`config.mk`:
```
export PLATFORM = sky130hd
export DESIGN_NAME = data_demux_impl_flat
export DESIGN_NICKNAME = d
export VERILOG_FILES = /design/src/rtl/data_demux_pkg.sv /design/src/rtl/data_demux_if.sv /design/src/rtl/data_demux_axis_out_slice.sv /design/src/rtl/data_demux_impl.sv /design/src/flat_wrapper.sv
export SDC_FILE = /design/constraint.sdc
export NUM_CORES = 1
export LEC_CHECK = 0
export CORE_UTILIZATION = 41
export DETAILED_ROUTE_END_ITERATION = 8
export PLACE_DENSITY = 0.82
export SKIP_LAST_GASP = 1
export SLEW_MARGIN = 20
export SYNTH_ARGS = -nofsm -noshare
export SYNTH_HDL_FRONTEND = slang
export SYNTH_SLANG_ARGS = --single-unit
```
`constraint.sdc`:
```
create_clock -name clk -period 3.7 [get_ports clk]
set_input_delay 0.74 -clock clk [delete_from_list [all_inputs] [get_ports clk]]
set_output_delay 0.74 -clock clk [all_outputs]
set_load 0.1 [all_outputs]
```
`src/rtl/data_demux_pkg.sv`:
```
// Shared types and helpers for the data_demux receive path.
package data_demux_pkg;

    localparam int MAX_W = 64;
    localparam int LEN_W = 17;

    typedef enum logic [1:0] {
        HUNT,
        LOCKED,
        PACKET
    } state_t;

    typedef enum logic [1:0] {
        IDLE,
        HDR,
        DATA
    } word_class_t;

    // Reverses the low 'width' bits of v; the result is right-aligned.
    function automatic logic [MAX_W-1:0] bit_reverse(input logic [MAX_W-1:0] v,
                                                      input int unsigned     width);
        logic [MAX_W-1:0] r;
        r = {<<{v}};
        return r >> (MAX_W - width);
    endfunction

endpackage

```
`src/rtl/data_demux_if.sv`:
```
// Link-side input stream plus the N routed output streams of the demux.
interface data_demux_if #(
    parameter int DATA_WIDTH = 32,
    parameter int N_OUTPUTS  = 2
);
    logic [DATA_WIDTH-1:0]                 tdata_in;
    logic                                  tvalid_in;
    logic                                  tready_in;
    logic [N_OUTPUTS-1:0][DATA_WIDTH-1:0]  tdata_out;
    logic [N_OUTPUTS-1:0]                  tvalid_out;
    logic [N_OUTPUTS-1:0]                  tlast_out;
    logic [N_OUTPUTS-1:0]                  tready_out;

    modport master (
        output tdata_in, tvalid_in, tready_out,
        input  tready_in, tdata_out, tvalid_out, tlast_out
    );

    modport slave (
        input  tdata_in, tvalid_in, tready_out,
        output tready_in, tdata_out, tvalid_out, tlast_out
    );
endinterface

```
`src/rtl/data_demux_axis_out_slice.sv`:
```
// Purpose: 1-deep output register slice carrying data, tlast and destination index.
// Latency: 1 cycle from in handshake to out_vld.
// Backpressure: in_rdy = empty or draining this cycle; force_last marks a held word as packet end.
module axis_out_slice #(
    parameter int W      = 32,
    parameter int DEST_W = 4
) (
    input  logic              clk,
    input  logic              resetn,
    input  logic              in_vld,
    input  logic [W-1:0]      in_dat,
    input  logic              in_last,
    input  logic [DEST_W-1:0] in_dest,
    output logic              in_rdy,
    input  logic              force_last,
    output logic              out_vld,
    output logic [W-1:0]      out_dat,
    output logic              out_last,
    output logic [DEST_W-1:0] out_dest,
    input  logic              out_rdy
);

    assign in_rdy = !out_vld || out_rdy;

    always_ff @(posedge clk or negedge resetn) begin
        if (!resetn) begin
            out_vld  <= 1'b0;
            out_dat  <= '0;
            out_last <= 1'b0;
            out_dest <= '0;
        end else if (in_vld && in_rdy) begin
            out_vld  <= 1'b1;
            out_dat  <= in_dat;
            out_last <= in_last;
            out_dest <= in_dest;
        end else if (out_rdy) begin
            out_vld  <= 1'b0;
        end else if (force_last) begin
            // A flushed link still closes the packet the sink has already started.
            out_last <= 1'b1;
        end
    end

endmodule

```
`src/rtl/data_demux_impl.sv`:
```
// Purpose: receive end of the data_mux link; locks on idles, routes masked-header packets to N outputs.
// Latency: a word leaves 1 cycle after the next input beat (one word lookahead for tlast).
// Backpressure: tready_in drops in PACKET while the output slice is full and its sink is stalled.
module data_demux_impl
    import data_demux_pkg::*;
#(
    parameter int DATA_WIDTH         = 32,
    parameter int N_OUTPUTS          = 2,
    parameter bit INPUT_REVERSE_BITS = 1'b1,
    parameter int LOCK_COUNT         = 4
) (
    input  logic                  clk,
    input  logic                  resetn,
    data_demux_if.slave           axis,
    input  logic [3:0]            output_select,
    input  logic [15:0]           max_packet_words,
    input  logic [DATA_WIDTH-1:0] idle_word,
    input  logic [DATA_WIDTH-1:0] idle_word_BX0,
    input  logic [DATA_WIDTH-1:0] header_mask,
    input  logic [DATA_WIDTH-1:0] header,
    input  logic [DATA_WIDTH-1:0] header_BX0,
    input  logic                  clear_counters,
    input  logic                  fc_linkReset,
    output logic                  locked,
    output logic                  bx0_pulse,
    output logic [15:0]           packet_count,
    output logic [15:0]           error_count
);

    localparam int CW = $clog2(LOCK_COUNT + 1);

    logic [DATA_WIDTH-1:0] w_rev, w;
    word_class_t           cls;
    logic                  w_bx0;

    state_t                state, state_nxt;
    logic [CW-1:0]         lock_cnt, cnt_nxt;
    logic [3:0]            sel, sel_nxt;
    logic [LEN_W-1:0]      len, len_nxt;
    logic [DATA_WIDTH-1:0] pend_dat, pend_nxt;
    logic                  drop, tready, acc;
    logic                  push, push_last, pkt_inc, err_inc, bx0_nxt;

    logic                  s_in_rdy, s_vld, s_last, s_rdy;
    logic [DATA_WIDTH-1:0] s_dat;
    logic [3:0]            s_dest;

    assign w_rev = DATA_WIDTH'(bit_reverse(MAX_W'(axis.tdata_in), DATA_WIDTH));
    assign w     = INPUT_REVERSE_BITS ? w_rev : axis.tdata_in;

    // Idle patterns outrank header patterns when both match.
    always_comb begin
        cls   = DATA;
        w_bx0 = 1'b0;
        if (w == idle_word || w == idle_word_BX0) begin
            cls   = IDLE;
            w_bx0 = (w == idle_word_BX0);
        end else if ((w & header_mask) == (header & header_mask) ||
                     (w & header_mask) == (header_BX0 & header_mask)) begin
            cls   = HDR;
            w_bx0 = ((w & header_mask) == (header_BX0 & header_mask));
        end
    end

    assign drop           = ({1'b0, sel} >= 5'(N_OUTPUTS));
    assign tready         = (state == PACKET) ? (drop || s_in_rdy) : 1'b1;
    assign acc            = axis.tvalid_in && tready;
    assign axis.tready_in = tready;
    assign locked         = (state != HUNT);

    always_comb begin
        state_nxt = state;
        cnt_nxt   = lock_cnt;
        sel_nxt   = sel;
        len_nxt   = len;
        pend_nxt  = pend_dat;
        push      = 1'b0;
        push_last = 1'b0;
        pkt_inc   = 1'b0;
        err_inc   = 1'b0;
        bx0_nxt   = 1'b0;
        if (fc_linkReset) begin
            state_nxt = HUNT;
            cnt_nxt   = '0;
        end else if (acc) begin
            bx0_nxt = w_bx0 && (state != HUNT);
            case (state)
                HUNT: begin
                    if (cls != IDLE) begin
                        cnt_nxt = '0;
                    end else if (lock_cnt == CW'(LOCK_COUNT - 1)) begin
                        state_nxt = LOCKED;
                        cnt_nxt   = '0;
                    end else begin
                        cnt_nxt = lock_cnt + CW'(1);
                    end
                end
                LOCKED: begin
                    if (cls == HDR) begin
                        state_nxt = PACKET;
                        sel_nxt   = output_select;
                        len_nxt   = LEN_W'(1);
                        pend_nxt  = w;
                        err_inc   = ({1'b0, output_select} >= 5'(N_OUTPUTS));
                    end else if (cls == DATA) begin
                        state_nxt = HUNT;
                        err_inc   = 1'b1;
                    end
                end
                PACKET: begin
                    push = !drop;
                    if (cls == IDLE) begin
                        push_last = 1'b1;
                        pkt_inc   = !drop;
                        state_nxt = LOCKED;
                    end else begin
                        len_nxt = len + LEN_W'(1);
                        if (max_packet_words != 16'd0 && len_nxt > {1'b0, max_packet_words}) begin
                            // Overlong packet: close what was already forwarded and resync.
                            push_last = 1'b1;
                            err_inc   = 1'b1;
                            state_nxt = HUNT;
                            cnt_nxt   = '0;
                        end else begin
                            pend_nxt = w;
                        end
                    end
                end
                default: state_nxt = HUNT;
            endcase
        end
    end

    always_ff @(posedge clk or negedge resetn) begin
        if (!resetn) begin
            state     <= HUNT;
            lock_cnt  <= '0;
            sel       <= '0;
            len       <= '0;
            pend_dat  <= '0;
            bx0_pulse <= 1'b0;
        end else begin
            state     <= state_nxt;
            lock_cnt  <= cnt_nxt;
            sel       <= sel_nxt;
            len       <= len_nxt;
            pend_dat  <= pend_nxt;
            bx0_pulse <= bx0_nxt;
        end
    end

    always_ff @(posedge clk or negedge resetn) begin
        if (!resetn) begin
            packet_count <= '0;
            error_count  <= '0;
        end else if (clear_counters) begin
            packet_count <= '0;
            error_count  <= '0;
        end else begin
            if (pkt_inc)
                packet_count <= packet_count + 16'd1;
            if (err_inc && error_count != 16'hFFFF)
                error_count <= error_count + 16'd1;
        end
    end

    axis_out_slice #(
        .W      (DATA_WIDTH),
        .DEST_W (4)
    ) u_out_slice (
        .clk        (clk),
        .resetn     (resetn),
        .in_vld     (push),
        .in_dat     (pend_dat),
        .in_last    (push_last),
        .in_dest    (sel),
        .in_rdy     (s_in_rdy),
        .force_last (fc_linkReset),
        .out_vld    (s_vld),
        .out_dat    (s_dat),
        .out_last   (s_last),
        .out_dest   (s_dest),
        .out_rdy    (s_rdy)
    );

    // The slice carries its own destination so a trailing word is unaffected by a new header.
    always_comb begin
        axis.tdata_out  = '0;
        axis.tvalid_out = '0;
        axis.tlast_out  = '0;
        s_rdy           = 1'b0;
        for (int i = 0; i < N_OUTPUTS; i++) begin
            axis.tdata_out[i] = s_dat;
            if (s_dest == 4'(i)) begin
                axis.tvalid_out[i] = s_vld;
                axis.tlast_out[i]  = s_vld && s_last;
                s_rdy              = axis.tready_out[i];
            end
        end
    end

endmodule

```
`src/flat_wrapper.sv`:
```
// flat-port wrapper written by rule: the top's interface ports become plain ports
module data_demux_impl_flat import data_demux_pkg::*;
#(
    parameter int DATA_WIDTH         = 32,
    parameter int N_OUTPUTS          = 2,
    parameter bit INPUT_REVERSE_BITS = 1'b1,
    parameter int LOCK_COUNT         = 4
)
  (clk, resetn, output_select, max_packet_words, idle_word, idle_word_BX0, header_mask, header, header_BX0, clear_counters, fc_linkReset, locked, bx0_pulse, packet_count, error_count, axis_tdata_in, axis_tvalid_in, axis_tready_out, axis_tready_in, axis_tdata_out, axis_tvalid_out, axis_tlast_out);
  data_demux_if #(.DATA_WIDTH(DATA_WIDTH), .N_OUTPUTS(N_OUTPUTS)) axis_i ();
  input  logic clk;
  input  logic resetn;
  input  logic [3:0] output_select;
  input  logic [15:0] max_packet_words;
  input  logic [DATA_WIDTH-1:0] idle_word;
  input  logic [DATA_WIDTH-1:0] idle_word_BX0;
  input  logic [DATA_WIDTH-1:0] header_mask;
  input  logic [DATA_WIDTH-1:0] header;
  input  logic [DATA_WIDTH-1:0] header_BX0;
  input  logic clear_counters;
  input  logic fc_linkReset;
  output logic locked;
  output logic bx0_pulse;
  output logic [15:0] packet_count;
  output logic [15:0] error_count;
  input wire logic [$bits(axis_i.tdata_in)-1:0] axis_tdata_in;
  input wire logic [$bits(axis_i.tvalid_in)-1:0] axis_tvalid_in;
  input wire logic [$bits(axis_i.tready_out)-1:0] axis_tready_out;
  output wire logic [$bits(axis_i.tready_in)-1:0] axis_tready_in;
  output wire logic [$bits(axis_i.tdata_out)-1:0] axis_tdata_out;
  output wire logic [$bits(axis_i.tvalid_out)-1:0] axis_tvalid_out;
  output wire logic [$bits(axis_i.tlast_out)-1:0] axis_tlast_out;
  assign axis_i.tdata_in = axis_tdata_in;
  assign axis_i.tvalid_in = axis_tvalid_in;
  assign axis_i.tready_out = axis_tready_out;
  assign axis_tready_in = axis_i.tready_in;
  assign axis_tdata_out = axis_i.tdata_out;
  assign axis_tvalid_out = axis_i.tvalid_out;
  assign axis_tlast_out = axis_i.tlast_out;
  data_demux_impl #(.DATA_WIDTH(DATA_WIDTH), .N_OUTPUTS(N_OUTPUTS), .INPUT_REVERSE_BITS(INPUT_REVERSE_BITS), .LOCK_COUNT(LOCK_COUNT)) u_core (.clk(clk), .resetn(resetn), .axis(axis_i), .output_select(output_select), .max_packet_words(max_packet_words), .idle_word(idle_word), .idle_word_BX0(idle_word_BX0), .header_mask(header_mask), .header(header), .header_BX0(header_BX0), .clear_counters(clear_counters), .fc_linkReset(fc_linkReset), .locked(locked), .bx0_pulse(bx0_pulse), .packet_count(packet_count), .error_count(error_count));
endmodule
```
==> flow_metrics.py, run 1 <==
metrics = {
    "clock_network": {
        "cts_tree": "built",
        "clockRootBuffer": "clkbuf_16",
        "insertion_delay_ns": 0.43,
        "hold_buffers": 0,
        "clk_pin_slew_ns": 0.06,
        "numCtsBuffers": 17,
        "cts_buffer_depth": 2,
        "clock_sinks": 129,
        "htreeDepth": 4,
    },
    "global_routing": {
        "grt_pass1_wl_mm": 45.4,
        "antenna_found_initial": 7,
        "grt_max_degree": 76,
        "grtUsageTotal_pct": 28.1,
        "grt_remaining_overflow": 0,
        "grt_pass1_vias": 8382,
    },
    "place": {
        "placedCellCount": 1442,
        "hpwl_mm": 23.8,
        "port-buffer-count": 321,
        "place_area_sq_mm": 0.0123,
        "gp_congestion": 0.955,
    },
    "sta": {
        "fin_skew_ns": 0.00995,
        "grt_setup_unrepaired": "true",
        "fin_crit_sh_pct": 96.3,
        "slew_violations": 0,
        "period_needed_ns": 3.56,
        "relSlewSlack_pct": 30.4,
        "fmax_mhz": 281,
        "hold_slack_ns": 0.334,
        "setup_violations": 0,
        "worstMarginPinSlew_ns": 1.04,
        "hold_viol_final": 0,
    },
    "synthesis": {
        "yosysTopAreaCell": "dfrtp_1",
        "yosysWarnings": 0,
        "synth_seq_cells": 129,
        "syn_inst": 860,
        "synth_ff_type": "dfrtp_1",
        "synth_top_area_share_pct": 37.5,
        "syn_area_sq_mm": 0.00860,
        "synth_edf_count": 0,
        "synth.distinct_cells": 65,
        "ys_seq_area_share_pct": 37.5,
        "syn_nets": 1103,
        "syn_avg_cell_area_sq_um": 10.0,
        "async_reset_ff_share_pct": 100,
        "synth_area_leaders": "dfrtp_1 (38%), mux2_2 (11%), xor2_1 (10%)",
    },
    "critical_path": {
        "r2r-start": "u_core.len[1]$_DFFE_PN0P_",
        "critPathKind": "reg -> reg",
        "crit_path_end_kind": "flop",
        "cp_max_fo": 18,
        "worstPathArrival_ns": 3.87,
        "critPathLaunchType": "flop",
        "regToRegSetupSlack_ns": 0.14,
        "r2r-end": "u_core.error_count[10]$_DFFE_PN0P_",
        "ff2ff_path_depth": 17,
        "required_ns": 4.00,
    },
    "pwr": {
        "irDropWorstVdd_mv": 0.284,
        "power.total_w": 0.00382,
        "total_leakage_power_nw": 6.04,
        "powerDensity_mw_per_mm2": 289,
    },
    "run_status": {
        "status": "finished clean",
    },
    "detailed_routing": {
        "routed_via_density": 5.37,
        "vias": 8022,
        "routed_wl_mm": 30.8,
        "drt_iter0_markers": 372,
        "drc": 0,
        "dr.pass1.iters": 5,
        "detail-route-antenna-nets": 0,
        "wl_per_cell_um": 20.6,
    },
    "floorplan": {
        "core.rowCount": 52,
        "fp.dieW_um": 147,
        "dieHeight_um": 147,
        "core_area_sq_mm": 0.0204,
        "start_util_pct": 42.1,
        "fp.dieArea_sq_mm": 0.0216,
        "io_pins": 322,
    },
    "cells_and_area": {
        "final_layout_size_suffix_gt1_share_pct": 20.4,
        "nNetsFinal": 1446,
        "fin_cells": 1493,
        "design_area_sq_mm": 0.0132,
        "area_growth_pct": 53.7,
        "fin_util_pct": 64.7,
    },
    "min_path": {
        "hold_path_class": "in -> async",
    },
    "job": {
        "drv_cap": 0,
    },
}
final cells by class:
class                           count  area, sq um
Fill cell                        1616         7210
Multi-Input combinational cell    618         4900
Timing Repair Buffer              413         4020
Sequential cell                   129         3230
Clock buffer                       20          447
Tap cell                          270          338
Clock inverter                     12          181
Inverter                           24         90.1
Antenna cell                        7         17.5
synth_stat cells, types with 23 or more instances:
cell      instances
a21oi_1          24
a22oi_1          32
buf_4            34
clkbuf_1         32
dfrtp_1         129
ha_1             24
inv_1            24
mux2_2           81
nand2_1          46
nand4_1          26
nor2_1           39
nor4_1           23
xnor2_1          37
xor2_1          103
layer usage:
metal	track usage [%]	up-vias	part of all wire, %
met4	20.7	0	7.0
met2	50.3	354	52
met1	29.4	3865	35
li1	-	3695	-
met3	5.34	108	5.4
met5	0	-	0
what timing repair did:
item                       4_1_cts  5_1_grt
setup buffers                    1        8
setup endpoints to repair       49       50
pin swaps                        1        8
gates resized for setup          6       22
cloned                           0        3
state kept, by name, summed over array words and instances (netlist names):
signal / flops
u_core.lock_cnt: 3
u_core.u_out_slice.out_dest: 4
u_core.error_count: 16
u_core.sel: 4
u_core.u_out_slice.out_dat: 32
u_core.packet_count: 16
u_core.bx0_pulse: 1
u_core.u_out_slice.out_last: 1
u_core.pend_dat: 32
u_core.len: 17
u_core.u_out_slice.out_vld: 1
u_core.state: 2
critical path, cell delays in order, from the launching register on:
cell and delay (ns):
dfrtp_1 0.36, ha_2 0.22, nand3_4 0.08, nor4_4 0.16
and3_4 0.22, and3_1 0.17, nand2b_4 0.12, nand2_1 0.05
ha_1 0.29, nand4_1 0.13, nor3_2 0.15, a21boi_2 0.20
o31ai_2 0.08, o2bb2ai_2 0.17, o21ba_2 0.23, buf_12 0.15
nor3_1 0.26, mux2_2 0.39
worst max-delay path by stage:
| stage | slack (ns) | start | endpoint | depth (start not counted) |
|---|---|---|---|---|
| final | 0.14 | u_core.len[1]$_DFFE_PN0P_ | u_core.error_count[10]$_DFFE_PN0P_ | 17 |
| after global routing | -0.04 | u_core.len[1]$_DFFE_PN0P_ | u_core.error_count[7]$_DFFE_PN0P_ | 17 |
| after CTS | 0.03 | u_core.len[0]$_DFFE_PN0P_ | u_core.error_count[7]$_DFFE_PN0P_ | 18 |
| after detailed placement | -0.22 | axis_tdata_in[22] | u_core.packet_count[10]$_DFFE_PN0P_ | 9 |
| after global placement | -0.21 | axis_tdata_in[22] | u_core.packet_count[10]$_DFFE_PN0P_ | 9 |
| after floorplan | 0.02 | u_core.len[2]$_DFFE_PN0P_ | u_core.error_count[8]$_DFFE_PN0P_ | 18 |
report_power, final:
part	internal [W]	leakage, nW	switching, W
clock network	0.00115	0.293	0.000665
logic	0.000335	3.95	0.000264
registers	0.00141	1.80	0.0000000000124
cell usage in the layout (no fill, tap or decap), types with 12 or more instances in the layout:
cell             instances
a22oi_1                 32
nor2b_1                 16
nor4_1                  22
xor2_1                 102
a21o_1                  12
nand4_1                 26
clkdlybuf4s50_1        314
clkbuf_16               19
dfrtp_1                128
xnor2_1                 37
nand2_1                 45
nor2_1                  37
buf_4                   86
inv_1                   24
nand2b_1                16
mux2_2                  81
a21oi_1                 23
nor3_1                  14
ha_1                    23
per-stage QoR:
step	TNS [ns]	setup slack, ns
floorplan	0	0.0202
global placement	-7.21	-0.209
detailed placement	-6.45	-0.218
CTS	0	0.0275
global route	-0.518	-0.0424
finish	0	0.135
kinds of logic after synthesis:
family	synth area share, %
AO/OA/AOI/OAI	9.89
buffers and inverters	7.01
flip-flops	37.5
AND/OR/NAND/NOR	16.1
multiplexers	11.7
XOR/XNOR	14.3
adder cells (fa/ha/maj)	3.49
Note: power is estimated with default switching activity, not from simulation.
==> run 2, diff against run 1 <==
--- a/config.mk
+++ b/config.mk
@@ -5,6 +5,7 @@
 export SDC_FILE = /design/constraint.sdc
 export NUM_CORES = 1
 export LEC_CHECK = 0
+export ABC_CLOCK_PERIOD_IN_PS = 3000
 export CORE_UTILIZATION = 41
 export DETAILED_ROUTE_END_ITERATION = 8
 export PLACE_DENSITY = 0.82
==> constraint.sdc (replaced) <==
create_clock -name clk -period 3 [get_ports clk]
set_input_delay 0.6 -clock clk [delete_from_list [all_inputs] [get_ports clk]]
set_output_delay 0.6 -clock clk [all_outputs]
set_load 0.1 [all_outputs]
==> run 2 against run 1 <==
Net effect: the flow now finishes with violations (setup timing); die area unchanged; worst setup slack got worse by 0.79 ns; via count increased by 2.1%; register-to-register slack got worse by 0.79 ns; routed wire length increased by 1.2%; combinational power increased by 31%; clock power increased by 22%; sequential share of layout area decreased by 1.5 points; fmax decreased by 2.5%; sequential power increased by 23%; highest routed layer unchanged.
==> flow_metrics.py, run 2 (synthesis results as in run 1) <==
metrics = {
    "run_status": {
        "status": "finished with violations",
        "violations": "setup timing",
    },
    "clock_network": {
        "insertion_delay_ns": 0.42,
        "htreeDepth": 4,
        "clk_pin_slew_ns": 0.06,
        "clockRootBuffer": "clkbuf_16",
        "numCtsBuffers": 17,
        "cts_buffer_depth": 2,
        "clock_sinks": 129,
        "cts_tree": "built",
    },
    "floorplan": {
        "fp.dieW_um": 147,
        "fp.dieArea_sq_mm": 0.0216,
        "start_util_pct": 42.1,
        "dieHeight_um": 147,
        "core.rowCount": 52,
        "core_area_sq_mm": 0.0204,
        "io_pins": 322,
    },
    "place": {
        "dp_worst_setup_slack_ns": -0.837,
        "gp_congestion": 1.04,
        "port-buffer-count": 321,
        "hpwl_mm": 24.2,
        "placedCellCount": 1488,
    },
    "critical_path": {
        "worst-path-buf-inv": 4,
        "critPathKind": "reg -> reg",
        "crit_family": "compound AO/OA/AOI/OAI gates",
        "cp_max_fo": 5,
        "crit_chain": "nand2_1 -> nor2_4 -> nand3_4 -> buf_4 -> or2_2 -> nand2_1 -> ha_1 -> o21ai_0 -> o21bai_1 -> a211o_1 -> o31ai_4 -> o2bb2ai_4 -> buf_6 -> o211ai_4 -> buf_6 -> clkbuf_16 -> mux2_4",
        "crit_path_end": "u_core.pend_dat[0]$_DFFE_PN0P_",
        "crit_path_end_kind": "flop",
        "crit_slowest_cell": "dfrtp_1",
        "cp-startpoint": "u_core.len[4]$_DFFE_PN0P_",
        "regToRegSetupSlack_ns": -0.66,
        "max_stage_delay_ns": 0.41,
        "critPathLaunchType": "flop",
        "required_ns": 3.30,
        "r2r-end": "u_core.pend_dat[0]$_DFFE_PN0P_",
        "worstPathArrival_ns": 3.96,
        "ff2ff_path_depth": 17,
        "critical_path_depth": 17,
        "r2r-start": "u_core.len[4]$_DFFE_PN0P_",
    },
    "cells_and_area": {
        "reg_top3": "u_core.pend_dat: 32 flops, u_core.u_out_slice.out_dat: 32 flops, u_core.len: 17 flops",
        "fin_cells": 1548,
        "fin_util_pct": 68.9,
        "final_layout_size_suffix_gt1_share_pct": 36.4,
        "final_common_cell": "buf_4",
        "area_growth_pct": 63.8,
        "nFillCells": 1504,
        "mostFrequentLayoutCells": "buf_4 (230), clkdlybuf4s50_1 (203), dfrtp_1 (127), xor2_1 (100), mux2_4 (44)",
        "nNetsFinal": 1503,
    },
    "global_routing": {
        "grt_remaining_overflow": 0,
        "grt_pass1_vias": 8427,
        "grt_max_degree": 69,
        "grt_pass1_wl_mm": 46.1,
        "grtUsageTotal_pct": 28.4,
        "antenna_found_initial": 5,
    },
    "sta": {
        "hold_slack_ns": 0.167,
        "period_needed_ns": 3.66,
        "setup_violations": 55,
        "grt_setup_unrepaired": "true",
        "hold_viol_final": 0,
        "slew_violations": 0,
        "fin_skew_ns": 0.00974,
        "fin_crit_sh_pct": 122,
        "fmax_mhz": 274,
        "relSlewSlack_pct": 53.8,
        "worstMarginPinSlew_ns": 0.693,
        "tns_ns": -31.08,
        "layout_setup_ws_ns": -0.656,
    },
    "pwr": {
        "irDropWorstVdd_mv": 0.269,
        "p_sw_share_pct": 24.1,
        "powerDensity_mw_per_mm2": 336,
        "p_clk_share_pct": 46.7,
        "total_leakage_power_nw": 6.92,
        "power_switching_w": 0.00114,
        "p_comb_share_pct": 16.6,
        "seqPwrFrac_pct": 36.8,
        "internal-power_w": 0.00359,
    },
    "min_path": {
        "hold_path_class": "in -> async",
    },
    "detailed_routing": {
        "routed_wl_mm": 31.2,
        "detail-route-antenna-nets": 0,
        "routed_via_density": 5.29,
        "drc": 0,
        "dr.pass1.iters": 5,
        "vias": 8189,
        "wl_per_cell_um": 20.1,
        "drt_iter0_markers": 444,
    },
    "job": {
        "drv_cap": 0,
    },
}
## run 2: cell count changes in the layout (fill, tap and decap cells not counted), moves of 8 or more
cell,before,now
a22oi_2,0,8
mux2_4,0,44
buf_4,86,230
mux2_2,81,42
nor3_1,14,6
nor3_4,1,10
a22oi_1,32,24
nor4_2,1,9
nor4_1,22,11
buf_6,4,14
clkdlybuf4s50_1,314,203
## run 2: through the flow
| step | cell area (sq um) | total power [W] |
|---|---|---|
| final | 14100 | 0.00473 |
| after global placement | 12700 | 0.00251 |
| after detailed placement | 12700 | 0.00252 |
| after CTS | 13700 | 0.00474 |
| after global routing | 14100 | 0.00488 |
| after floorplan | 8910 | 0.00202 |
## run 2: routing by layer
layer	routed length, um	part of all wire, %	GRT usage, %	vias up
li1	-	-	-	3797
met1	11700	37	31.5	3972
met2	16300	52	50.8	335
met3	1450	4.6	4.19	85
met4	1750	5.6	17.9	0
met5	0	0	0	-
## run 2: power by group through the flow
stage / clock network (W) / registers [W] / logic [W]
6_report: 0.00221 / 0.00174 / 0.000785
5_1_grt: 0.00231 / 0.00174 / 0.000830
4_1_cts: 0.00224 / 0.00174 / 0.000760
3_5_place_dp: 0 / 0.00177 / 0.000749
3_3_place_gp: 0 / 0.00177 / 0.000742
2_1_floorplan: 0 / 0.00177 / 0.000245
## run 2: timing repair
action                     CTS  global route
setup endpoints to repair   81            82
hold buffers                 0             0
gates cloned                 2             1
buffers inserted            15             8
pin swaps                   22            30
resized for setup           51            63
## run 2: worst reg2reg max path, delay by kind of cell (launching register included)
kind	cells	cell delay, ns
AOI/OAI and AO/OA	6	1.18
and+or+nand+nor	5	0.81
buffers and inverters	4	0.61
DFF	1	0.41
muxes	1	0.29
adders and majority gates	1	0.24
## run 2: layout make-up
cell class / count / area (sq um) / area share, %
antenna: 5 / 12.5 / 0.0888
clock buffer: 19 / 443 / 3.14
clock inverter: 13 / 185 / 1.31
inverter: 24 / 90.1 / 0.640
multi-input combinational: 618 / 5530 / 39.3
sequential: 129 / 3230 / 22.9
tap: 270 / 338 / 2.40
timing repair buffer: 470 / 4260 / 30.2
## run 2: worst min path at each step
stage                                          startpoint                                          to  slack, ns
2_1_floorplan                                      resetn                  u_core.bx0_pulse$_DFF_PN0_       0.30
3_3_place_gp   u_core.u_out_slice.out_dest[1]$_DFFE_PN0P_  u_core.u_out_slice.out_dest[1]$_DFFE_PN0P_       0.47
3_5_place_dp   u_core.u_out_slice.out_dest[2]$_DFFE_PN0P_  u_core.u_out_slice.out_dest[2]$_DFFE_PN0P_       0.47
4_1_cts                                            resetn                  u_core.len[13]$_DFFE_PN0P_       0.22
5_1_grt                                            resetn                  u_core.len[13]$_DFFE_PN0P_       0.23
6_report                                           resetn                  u_core.len[14]$_DFFE_PN0P_       0.17
==> run 3, diff against run 2 <==
--- a/config.mk
+++ b/config.mk
@@ -9,7 +9,6 @@
 export CORE_UTILIZATION = 41
 export DETAILED_ROUTE_END_ITERATION = 8
 export PLACE_DENSITY = 0.82
-export SKIP_LAST_GASP = 1
 export SLEW_MARGIN = 20
 export SYNTH_ARGS = -nofsm -noshare
 export SYNTH_HDL_FRONTEND = slang
==> run 3 against run 2 <==
Net effect: the run still ends with setup timing left; fmax grew 0.15%; first-iteration DRC count shrank 5.9%; sequential share of layout area is essentially flat; non-clock buffer count is the same; final area grew 0.12%; core utilization grew 0.086 points; cell count is the same; combinational power is essentially flat; global-route usage grew 0.13 points; sequential power is essentially flat; largest cell class unchanged.
==> flow_metrics.py, run 3 (synthesis results as in run 1) <==
metrics = {
    "detailed_routing": {
        "routed_wl_mm": 31.1,
        "dr.pass1.iters": 5,
        "drt_iter0_markers": 418,
        "drc": 0,
        "vias": 8194,
        "routed_via_density": 5.29,
        "detail-route-antenna-nets": 0,
        "wl_per_cell_um": 20.1,
    },
    "sta": {
        "grt_setup_unrepaired": "true",
        "fmax_mhz": 274,
        "relSlewSlack_pct": 54.5,
        "setup_violations": 54,
        "worstMarginPinSlew_ns": 0.683,
        "fin_skew_ns": 0.00919,
        "period_needed_ns": 3.65,
        "hold_viol_final": 0,
        "fin_crit_sh_pct": 122,
        "tns_ns": -31.06,
        "slew_violations": 0,
        "layout_setup_ws_ns": -0.650,
    },
    "min_path": {
        "hold_path_class": "in -> async",
    },
    "critical_path": {
        "required_ns": 3.30,
        "worstPathArrival_ns": 3.95,
        "worst-path-buf-inv": 4,
        "critPathKind": "reg -> reg",
        "crit_family": "compound AO/OA/AOI/OAI gates",
        "crit_chain": "nand2_1 -> nor2_4 -> nand3_4 -> buf_4 -> or2_2 -> nand2_1 -> ha_1 -> o21ai_0 -> o21bai_1 -> a211o_1 -> o31ai_4 -> o2bb2ai_4 -> buf_6 -> o211ai_4 -> buf_6 -> clkbuf_16 -> mux2_4",
        "crit_path_end_kind": "flop",
        "cp_max_fo": 5,
        "crit_slowest_cell": "dfrtp_1",
        "max_stage_delay_ns": 0.40,
        "critPathLaunchType": "flop",
    },
    "floorplan": {
        "io_pins": 322,
        "core.rowCount": 52,
        "start_util_pct": 42.1,
        "fp.dieArea_sq_mm": 0.0216,
        "fp.dieW_um": 147,
        "dieHeight_um": 147,
        "core_area_sq_mm": 0.0204,
    },
    "place": {
        "placedCellCount": 1488,
        "port-buffer-count": 321,
        "place_area_sq_mm": 0.0127,
        "dp_worst_setup_slack_ns": -0.837,
        "gp_congestion": 1.04,
        "hpwl_mm": 24.2,
    },
    "global_routing": {
        "grt_max_degree": 69,
        "grtUsageTotal_pct": 28.5,
        "grt_pass1_vias": 8458,
        "grt_remaining_overflow": 0,
        "grt_pass1_wl_mm": 46.3,
        "antenna_found_initial": 5,
    },
    "clock_network": {
        "cts_buffer_depth": 2,
        "insertion_delay_ns": 0.42,
        "cts_tree": "built",
        "clockRootBuffer": "clkbuf_16",
        "numCtsBuffers": 17,
        "htreeDepth": 4,
        "clock_sinks": 129,
        "hold_buffers": 0,
        "clk_pin_slew_ns": 0.06,
    },
    "run_status": {
        "violations": "setup timing",
        "status": "finished with violations",
    },
    "cells_and_area": {
        "area_growth_pct": 64.0,
        "final_layout_size_suffix_gt1_share_pct": 36.4,
        "mostFrequentLayoutCells": "buf_4 (227), clkdlybuf4s50_1 (203), dfrtp_1 (127), xor2_1 (100), mux2_4 (44)",
        "final_common_cell": "buf_4",
        "nNetsFinal": 1503,
        "nFillCells": 1508,
        "fin_cells": 1548,
        "reg_top3": "u_core.pend_dat: 32 flops, u_core.u_out_slice.out_dat: 32 flops, u_core.len: 17 flops",
        "design_area_sq_mm": 0.0141,
    },
    "pwr": {
        "powerDensity_mw_per_mm2": 336,
        "irDropWorstVdd_mv": 0.269,
        "total_leakage_power_nw": 6.94,
    },
    "job": {
        "drv_cap": 0,
    },
}
-- run 3: cell counts in the layout (fill, tap and decap cells not counted) --
No cell type changed its count.
-- run 3: area by class of cell --
type / instances / area, sq um / area share, %
Clock buffer: 19 / 443 / 3.14
Antenna cell: 5 / 12.5 / 0.0887
Tap cell: 270 / 338 / 2.40
Sequential cell: 129 / 3230 / 22.9
Inverter: 24 / 90.1 / 0.639
Clock inverter: 13 / 185 / 1.31
Multi-Input combinational cell: 618 / 5540 / 39.2
Timing Repair Buffer: 470 / 4270 / 30.3
-- run 3: routing by layer --
| layer | global-route usage, % | up-vias | routed length, um |
|---|---|---|---|
| met5 | 0 | - | 0 |
| met4 | 17.9 | 0 | 1790 |
| met3 | 4.19 | 92 | 1420 |
| met2 | 51.0 | 333 | 16300 |
| met1 | 31.7 | 3973 | 11600 |
| li1 | - | 3796 | - |
-- run 3: worst paths after layout --
| kind | startpoint | to | slack [ns] | cells after the start |
|---|---|---|---|---|
| worst min-delay path | resetn | u_core.len[14]$_DFFE_PN0P_ | 0.18 | 1 |
| worst max-delay path | u_core.len[4]$_DFFE_PN0P_ | u_core.pend_dat[0]$_DFFE_PN0P_ | -0.65 | 17 |
| worst min register to register | u_core.u_out_slice.out_dest[2]$_DFFE_PN0P_ | u_core.u_out_slice.out_dest[2]$_DFFE_PN0P_ | 0.49 | 1 |
| worst max register to register | u_core.len[4]$_DFFE_PN0P_ | u_core.pend_dat[0]$_DFFE_PN0P_ | -0.65 | 17 |
| min in group clk | u_core.u_out_slice.out_dest[2]$_DFFE_PN0P_ | u_core.u_out_slice.out_dest[2]$_DFFE_PN0P_ | 0.49 | 1 |
| max in group asynchronous | resetn | u_core.len[7]$_DFFE_PN0P_ | 2.08 | 2 |
-- run 3: repair_timing --
action | in CTS | in global routing
pin swaps | 22 | 32
hold endpoints to repair | 0 | 0
setup endpoints to repair | 81 | 82
gates cloned | 2 | 1
setup buffers | 15 | 8
gates resized for setup | 58 | 60
-- run 3: through the flow --
stage	utilization, %	hold slack (ns)	power (W)
after floorplan	-	0.304	0.00202
after global placement	62.3	0.471	0.00251
after detailed placement	62.3	0.472	0.00252
after CTS	67.2	0.217	0.00474
after global routing	69.0	0.231	0.00488
final	69.0	0.180	0.00474
-- run 3: power breakdown --
| group | total [W] | internal, W | switching, W |
|---|---|---|---|
| combinational | 0.000785 | 0.000439 | 0.000346 |
| clock | 0.00221 | 0.00141 | 0.000801 |
| sequential | 0.00174 | 0.00174 | 0.0000000000146 |
